===== src/rtl/aes_io_pkg.sv =====
// Shared constants and FSM state type for the AES text_out read path.
package aes_io_pkg;

    localparam int BLOCK_W         = 128;
    localparam int WORD_W          = 32;
    localparam int WORDS_PER_BLOCK = BLOCK_W / WORD_W;

    typedef enum logic {
        IDLE = 1'b0,
        SEND = 1'b1
    } reader_state_t;

endpackage


===== src/rtl/aes_block_buf.sv =====
// DEPTH-entry register-array FIFO of cipher blocks; exposes the head and the entry behind it.
module aes_block_buf
    import aes_io_pkg::*;
#(
    parameter int DEPTH   = 2,
    parameter int BLK_W   = BLOCK_W,
    parameter int PTR_W   = $clog2(DEPTH)
) (
    input  logic             clk,
    input  logic             rst,
    input  logic             push,
    input  logic             pop,
    input  logic [BLK_W-1:0] din,
    output logic             full,
    output logic             empty,
    output logic [PTR_W:0]   count,
    output logic [BLK_W-1:0] head,
    output logic [BLK_W-1:0] head_next
);

    logic [BLK_W-1:0] mem [DEPTH];
    logic [PTR_W-1:0] rd_ptr;
    logic [PTR_W-1:0] wr_ptr;
    logic [PTR_W-1:0] rd_ptr_nx;
    logic [PTR_W:0]   count_q;

    always_ff @(posedge clk) begin
        if (rst) begin
            rd_ptr  <= '0;
            wr_ptr  <= '0;
            count_q <= '0;
        end else begin
            if (push) wr_ptr <= wr_ptr + 1'b1;
            if (pop)  rd_ptr <= rd_ptr + 1'b1;
            case ({push, pop})
                2'b10:   count_q <= count_q + 1'b1;
                2'b01:   count_q <= count_q - 1'b1;
                default: count_q <= count_q;
            endcase
        end
    end

    // Storage needs no reset; occupancy alone decides what is valid.
    always_ff @(posedge clk) begin
        if (push) mem[wr_ptr] <= din;
    end

    assign rd_ptr_nx = rd_ptr + 1'b1;
    assign count     = count_q;
    assign full      = (count_q == (PTR_W + 1)'(DEPTH));
    assign empty     = (count_q == '0);
    assign head      = mem[rd_ptr];
    assign head_next = mem[rd_ptr_nx];

endmodule


===== src/rtl/aes_text_out_reader.sv =====
// Captures AES text_out blocks on done and streams them MSW-first as valid/ready words.
//   state | meaning
//   IDLE  | nothing being offered; leave when the buffer holds a block
//   SEND  | m_valid high, offering word idx_q of the head block
module aes_text_out_reader
    import aes_io_pkg::*;
#(
    parameter int BLOCK_W = aes_io_pkg::BLOCK_W,
    parameter int WORD_W  = aes_io_pkg::WORD_W,
    parameter int DEPTH   = 2
) (
    input  logic               clk,
    input  logic               rst,
    input  logic               done,
    input  logic [BLOCK_W-1:0] text_out,
    output logic               m_valid,
    input  logic               m_ready,
    output logic [WORD_W-1:0]  m_data,
    output logic               m_last,
    output logic               overflow,
    output logic               busy
);

    localparam int WORDS = BLOCK_W / WORD_W;
    localparam int IDX_W = (WORDS > 1) ? $clog2(WORDS) : 1;
    localparam int PTR_W = $clog2(DEPTH);
    localparam int CNT_W = PTR_W + 1;

    reader_state_t      state_q, state_n;
    logic [IDX_W-1:0]   idx_q, idx_n, idx_nx;
    logic               valid_q, valid_n;
    logic [WORD_W-1:0]  data_q, data_n;
    logic               last_q, last_n;
    logic               ovf_q, ovf_n;

    logic               handshake, retire, push, pop;
    logic               buf_full, buf_empty, more_queued;
    logic [CNT_W-1:0]   buf_count;
    logic [BLOCK_W-1:0] buf_head, buf_head_next, next_block;

    function automatic logic [WORD_W-1:0] sel_word(input logic [BLOCK_W-1:0] blk, input int k);
        return blk[BLOCK_W-1-k*WORD_W -: WORD_W];
    endfunction

    aes_block_buf #(
        .DEPTH (DEPTH),
        .BLK_W (BLOCK_W),
        .PTR_W (PTR_W)
    ) u_buf (
        .clk       (clk),
        .rst       (rst),
        .push      (push),
        .pop       (pop),
        .din       (text_out),
        .full      (buf_full),
        .empty     (buf_empty),
        .count     (buf_count),
        .head      (buf_head),
        .head_next (buf_head_next)
    );

    assign handshake = valid_q && m_ready;
    assign retire    = handshake && last_q;
    assign pop       = retire;
    // A retiring block frees its slot in the same cycle, so a full buffer can still accept.
    assign push      = done && (!buf_full || retire);
    assign idx_nx    = idx_q + 1'b1;
    assign more_queued = (buf_count > CNT_W'(1));
    // After a retire the new head is the entry behind it, or the block being written right now.
    assign next_block  = more_queued ? buf_head_next : text_out;

    always_comb begin
        state_n = state_q;
        idx_n   = idx_q;
        valid_n = valid_q;
        data_n  = data_q;
        last_n  = last_q;
        ovf_n   = ovf_q || (done && buf_full && !retire);
        case (state_q)
            IDLE: begin
                if (!buf_empty) begin
                    state_n = SEND;
                    idx_n   = '0;
                    valid_n = 1'b1;
                    data_n  = sel_word(buf_head, 0);
                    last_n  = (WORDS == 1);
                end
            end
            SEND: begin
                if (handshake) begin
                    if (last_q) begin
                        idx_n = '0;
                        if (more_queued || push) begin
                            data_n = sel_word(next_block, 0);
                            last_n = (WORDS == 1);
                        end else begin
                            state_n = IDLE;
                            valid_n = 1'b0;
                            last_n  = 1'b0;
                        end
                    end else begin
                        idx_n  = idx_nx;
                        data_n = sel_word(buf_head, int'(idx_nx));
                        last_n = (idx_nx == IDX_W'(WORDS - 1));
                    end
                end
            end
            default: begin
                state_n = IDLE;
                valid_n = 1'b0;
                last_n  = 1'b0;
            end
        endcase
    end

    always_ff @(posedge clk) begin
        if (rst) begin
            state_q <= IDLE;
            idx_q   <= '0;
            valid_q <= 1'b0;
            data_q  <= '0;
            last_q  <= 1'b0;
            ovf_q   <= 1'b0;
        end else begin
            state_q <= state_n;
            idx_q   <= idx_n;
            valid_q <= valid_n;
            data_q  <= data_n;
            last_q  <= last_n;
            ovf_q   <= ovf_n;
        end
    end

    assign m_valid  = valid_q;
    assign m_data   = data_q;
    assign m_last   = last_q;
    assign overflow = ovf_q;
    assign busy     = (buf_count != '0);

endmodule


===== config.mk =====
export PLATFORM = sky130hd
export DESIGN_NAME = aes_text_out_reader
export DESIGN_NICKNAME = d
export VERILOG_FILES = /design/src/rtl/aes_io_pkg.sv /design/src/rtl/aes_block_buf.sv /design/src/rtl/aes_text_out_reader.sv
export SDC_FILE = /design/constraint.sdc
export NUM_CORES = 1
export LEC_CHECK = 0
export BUFFER_PORTS_ARGS = -buffer_cell sky130_fd_sc_hd__clkbuf_2
export CAP_MARGIN = 20
export CORE_MARGIN = 5
export CORE_UTILIZATION = 40
export CTS_BUF_LIST = sky130_fd_sc_hd__clkbuf_2
export CTS_CLUSTER_SIZE = 16
export DETAILED_ROUTE_END_ITERATION = 12
export PLACE_DENSITY = 0.55
export SYNTH_ARGS = -nofsm -noshare
export SYNTH_HDL_FRONTEND = slang
export SYNTH_HIERARCHICAL = 1
export SYNTH_SLANG_ARGS = --single-unit

===== constraint.sdc =====
create_clock -name clk -period 9.77 [get_ports clk]
set_input_delay 0.4885 -clock clk [delete_from_list [all_inputs] [get_ports clk]]
set_output_delay 0.4885 -clock clk [all_outputs]
set_load 0.01 [all_outputs]

==> flow_summary_export.csv <==
group,metric,value,unit
power_and_ir_drop,combPwrFrac,0.165,
cells_and_area,fin_area,16700,um^2
setup_path,r2r_slack,6590,ps
power_and_ir_drop,power.switching,0.803,mW
setup_path,arrival,3570,ps
sta,drv_slew,0,
power_and_ir_drop,seq_power_share,0.542,
min_path,holdPathEnd,"u_buf/count[0]",
place,place_hpwl,18900,um
setup_path,crit_path_start,"u_buf/count[0]",
sta,rsz0062_at_grt,"false",
route,firstDrtPassIters,4,
synthesis,syn_inst,902,
sta,min_period,3180,ps
cells_and_area,final_cell_mix,"clkbuf_2 (285), edfxtp_1 (256), mux2_2 (160), dlygate4sd3_1 (130), a21oi_1 (69)",
setup_path,rr_endpoint,"u_buf/mem[1][121]",
sta,finClkSkew,125,ps
route,wirelength,33200,um
sta,worst_slew_pin_slew,1110,ps
floorplan,die_w,194,um
clock_tree,cts_setup_buffers,0,
power_and_ir_drop,total_power,2.87,mW
place,dp.cells,1459,
sta,timing.hold.ws,257,ps
power_and_ir_drop,peakVddDrop,0.000116,V
cells_and_area,utilization,0.501,
synthesis,netlist_area,13500,um^2
place,gp_congestion,0.720,
cells_and_area,final_cells,1727,
route,remaining_drc_errors,0,
cells_and_area,layout-drive-gt1-share,0.422,
sta,finalSetupTns,0,ps
clock_tree,clock_sinks,299,
floorplan,ios,168,
floorplan,rows,67,
clock_tree,cts.path.max_buffers,3,
place,portBuffers,167,
sta,fin_crit_sh,0.326,
grt,grtUsageTotal,0.173,
sta,setup_viol,0,
power_and_ir_drop,p_int,2.06,mW
setup_path,worstReg2RegStart,"u_buf/count[0]",
route,ant_nets,0,
clock_tree,postCtsResizedCells,0,
cells_and_area,final_common_cell,"clkbuf_2",
flow_run,maxCapViolCount,0,
power_and_ir_drop,switching_share,0.280,
clock_tree,cts_inserted_buffers,79,
clock_tree,h-tree-depth,3,
setup_path,end_kind,"flip-flop",
sta,max_slew_margin,0.259,
setup_path,critPathMaxFanout,73,
floorplan,placeableCoreArea,33400,um^2
setup_path,reg2reg_depth,4,
grt,antenna_found_initial,2,
grt,grt_pass1_wl,51400,um
clock_tree,cts_tree,"built",
clock_tree,clock_latency,890,ps
route,drt_iter0_drc,409,
floorplan,fp.dieArea,37600,um^2
sta,setup_slack,6590,ps
floorplan,initial_core_util,0.404,
synthesis,syn_avg_cell_area,15.0,um^2
synthesis,syn_nets,1036,
run_status,status,"finished, final reports clean",
min_path,min_path_cells,3,
sta,hold_viol,0,
cells_and_area,fill_cells,2999,
grt,grt_pass1_vias,9233,
place,place_area,14700,um^2
min_path,hp-start,"rst",
route,routed-via-count,8666,
power_and_ir_drop,pwr-share-clk,0.292,
floorplan,die_y,194,um
route,vias_per_cell,5.02,
power_and_ir_drop,power_density,171,nW/um^2
grt,overflow,0,
route,routedWlPerCell,19.2,um
clock_tree,path_clk_slew,110,ps
synthesis,yosysWarningCount,6,
power_and_ir_drop,p_leak,6.27,nW
min_path,hold_class,"input pin to flip-flop",
place,place_ws,6530,ps
setup_path,crit_required,10160,ps
clock_tree,cts-root-buf,"clkbuf_2",
setup_path,worst-setup-path-type,"flip-flop to flip-flop",
setup_path,start_kind,"flip-flop",
sta,max_freq,314,MHz
cells_and_area,nNetsFinal,1357,
grt,grt_max_degree,78,
cells_and_area,synthToLayoutAreaGrowth,23.8,%
timing repair:
| item | CTS | global route |
|---|---|---|
| hold buffers | 130 | 0 |
| endpoints found under the hold margin | 261 | 0 |
| endpoints found under the setup margin | 0 | 0 |
layout make-up:
| class | instances | area (um^2) | area share |
|---|---|---|---|
| Antenna cell | 3 | 7.51 | 0.000448 |
| Clock buffer | 119 | 596 | 0.0356 |
| Clock inverter | 15 | 85.1 | 0.00508 |
| Inverter | 5 | 18.8 | 0.00112 |
| Multi-Input combinational cell | 528 | 4640 | 0.277 |
| Sequential cell | 299 | 8560 | 0.511 |
| Tap cell | 448 | 561 | 0.0335 |
| Timing Repair Buffer | 310 | 2290 | 0.137 |
worst max-delay path: stages (launching register included):
cell and delay (ps):
dfxtp_1 450, and2b_2 260, a21oi_1 230, and2_4 770, buf_4 930
routing by layer:
metal | wire length [um] | GRT usage | share of wire
met5 | 0 | 0 | 0
met1 | 14500 | 0.224 | 0.44
met4 | 556 | 0.0513 | 0.017
met2 | 16500 | 0.292 | 0.50
met3 | 1580 | 0.0401 | 0.048
power groups by stage:
stage / logic, mW / clock network (mW) / registers [mW]
CTS: 0.478 / 0.877 / 1.56
global route: 0.518 / 0.948 / 1.56
floorplan: 0.280 / 0 / 1.59
finish: 0.474 / 0.838 / 1.55
global placement: 0.428 / 0 / 1.58
detailed placement: 0.435 / 0 / 1.58
state kept, by name, summed over array words and instances, names as in the netlist, 2 cells and up, named ones only:
register / cells
m_data: 32
u_buf/count: 2
idx_q: 2
u_buf/mem: 256
how the worst max path moves through the flow:
stage / endpoint / slack [ps] / cells past startpoint
finish: u_buf/mem[1][121] / 6590 / 4
global route: u_buf/mem[1][91] / 6340 / 4
CTS: u_buf/mem[1][58] / 6480 / 4
detailed placement: u_buf/mem[1][79] / 6530 / 5
global placement: u_buf/mem[1][79] / 6540 / 5
floorplan: u_buf/mem[0][0] / 2900 / 4
No activity file was read; power rests on OpenSTA's default activity.
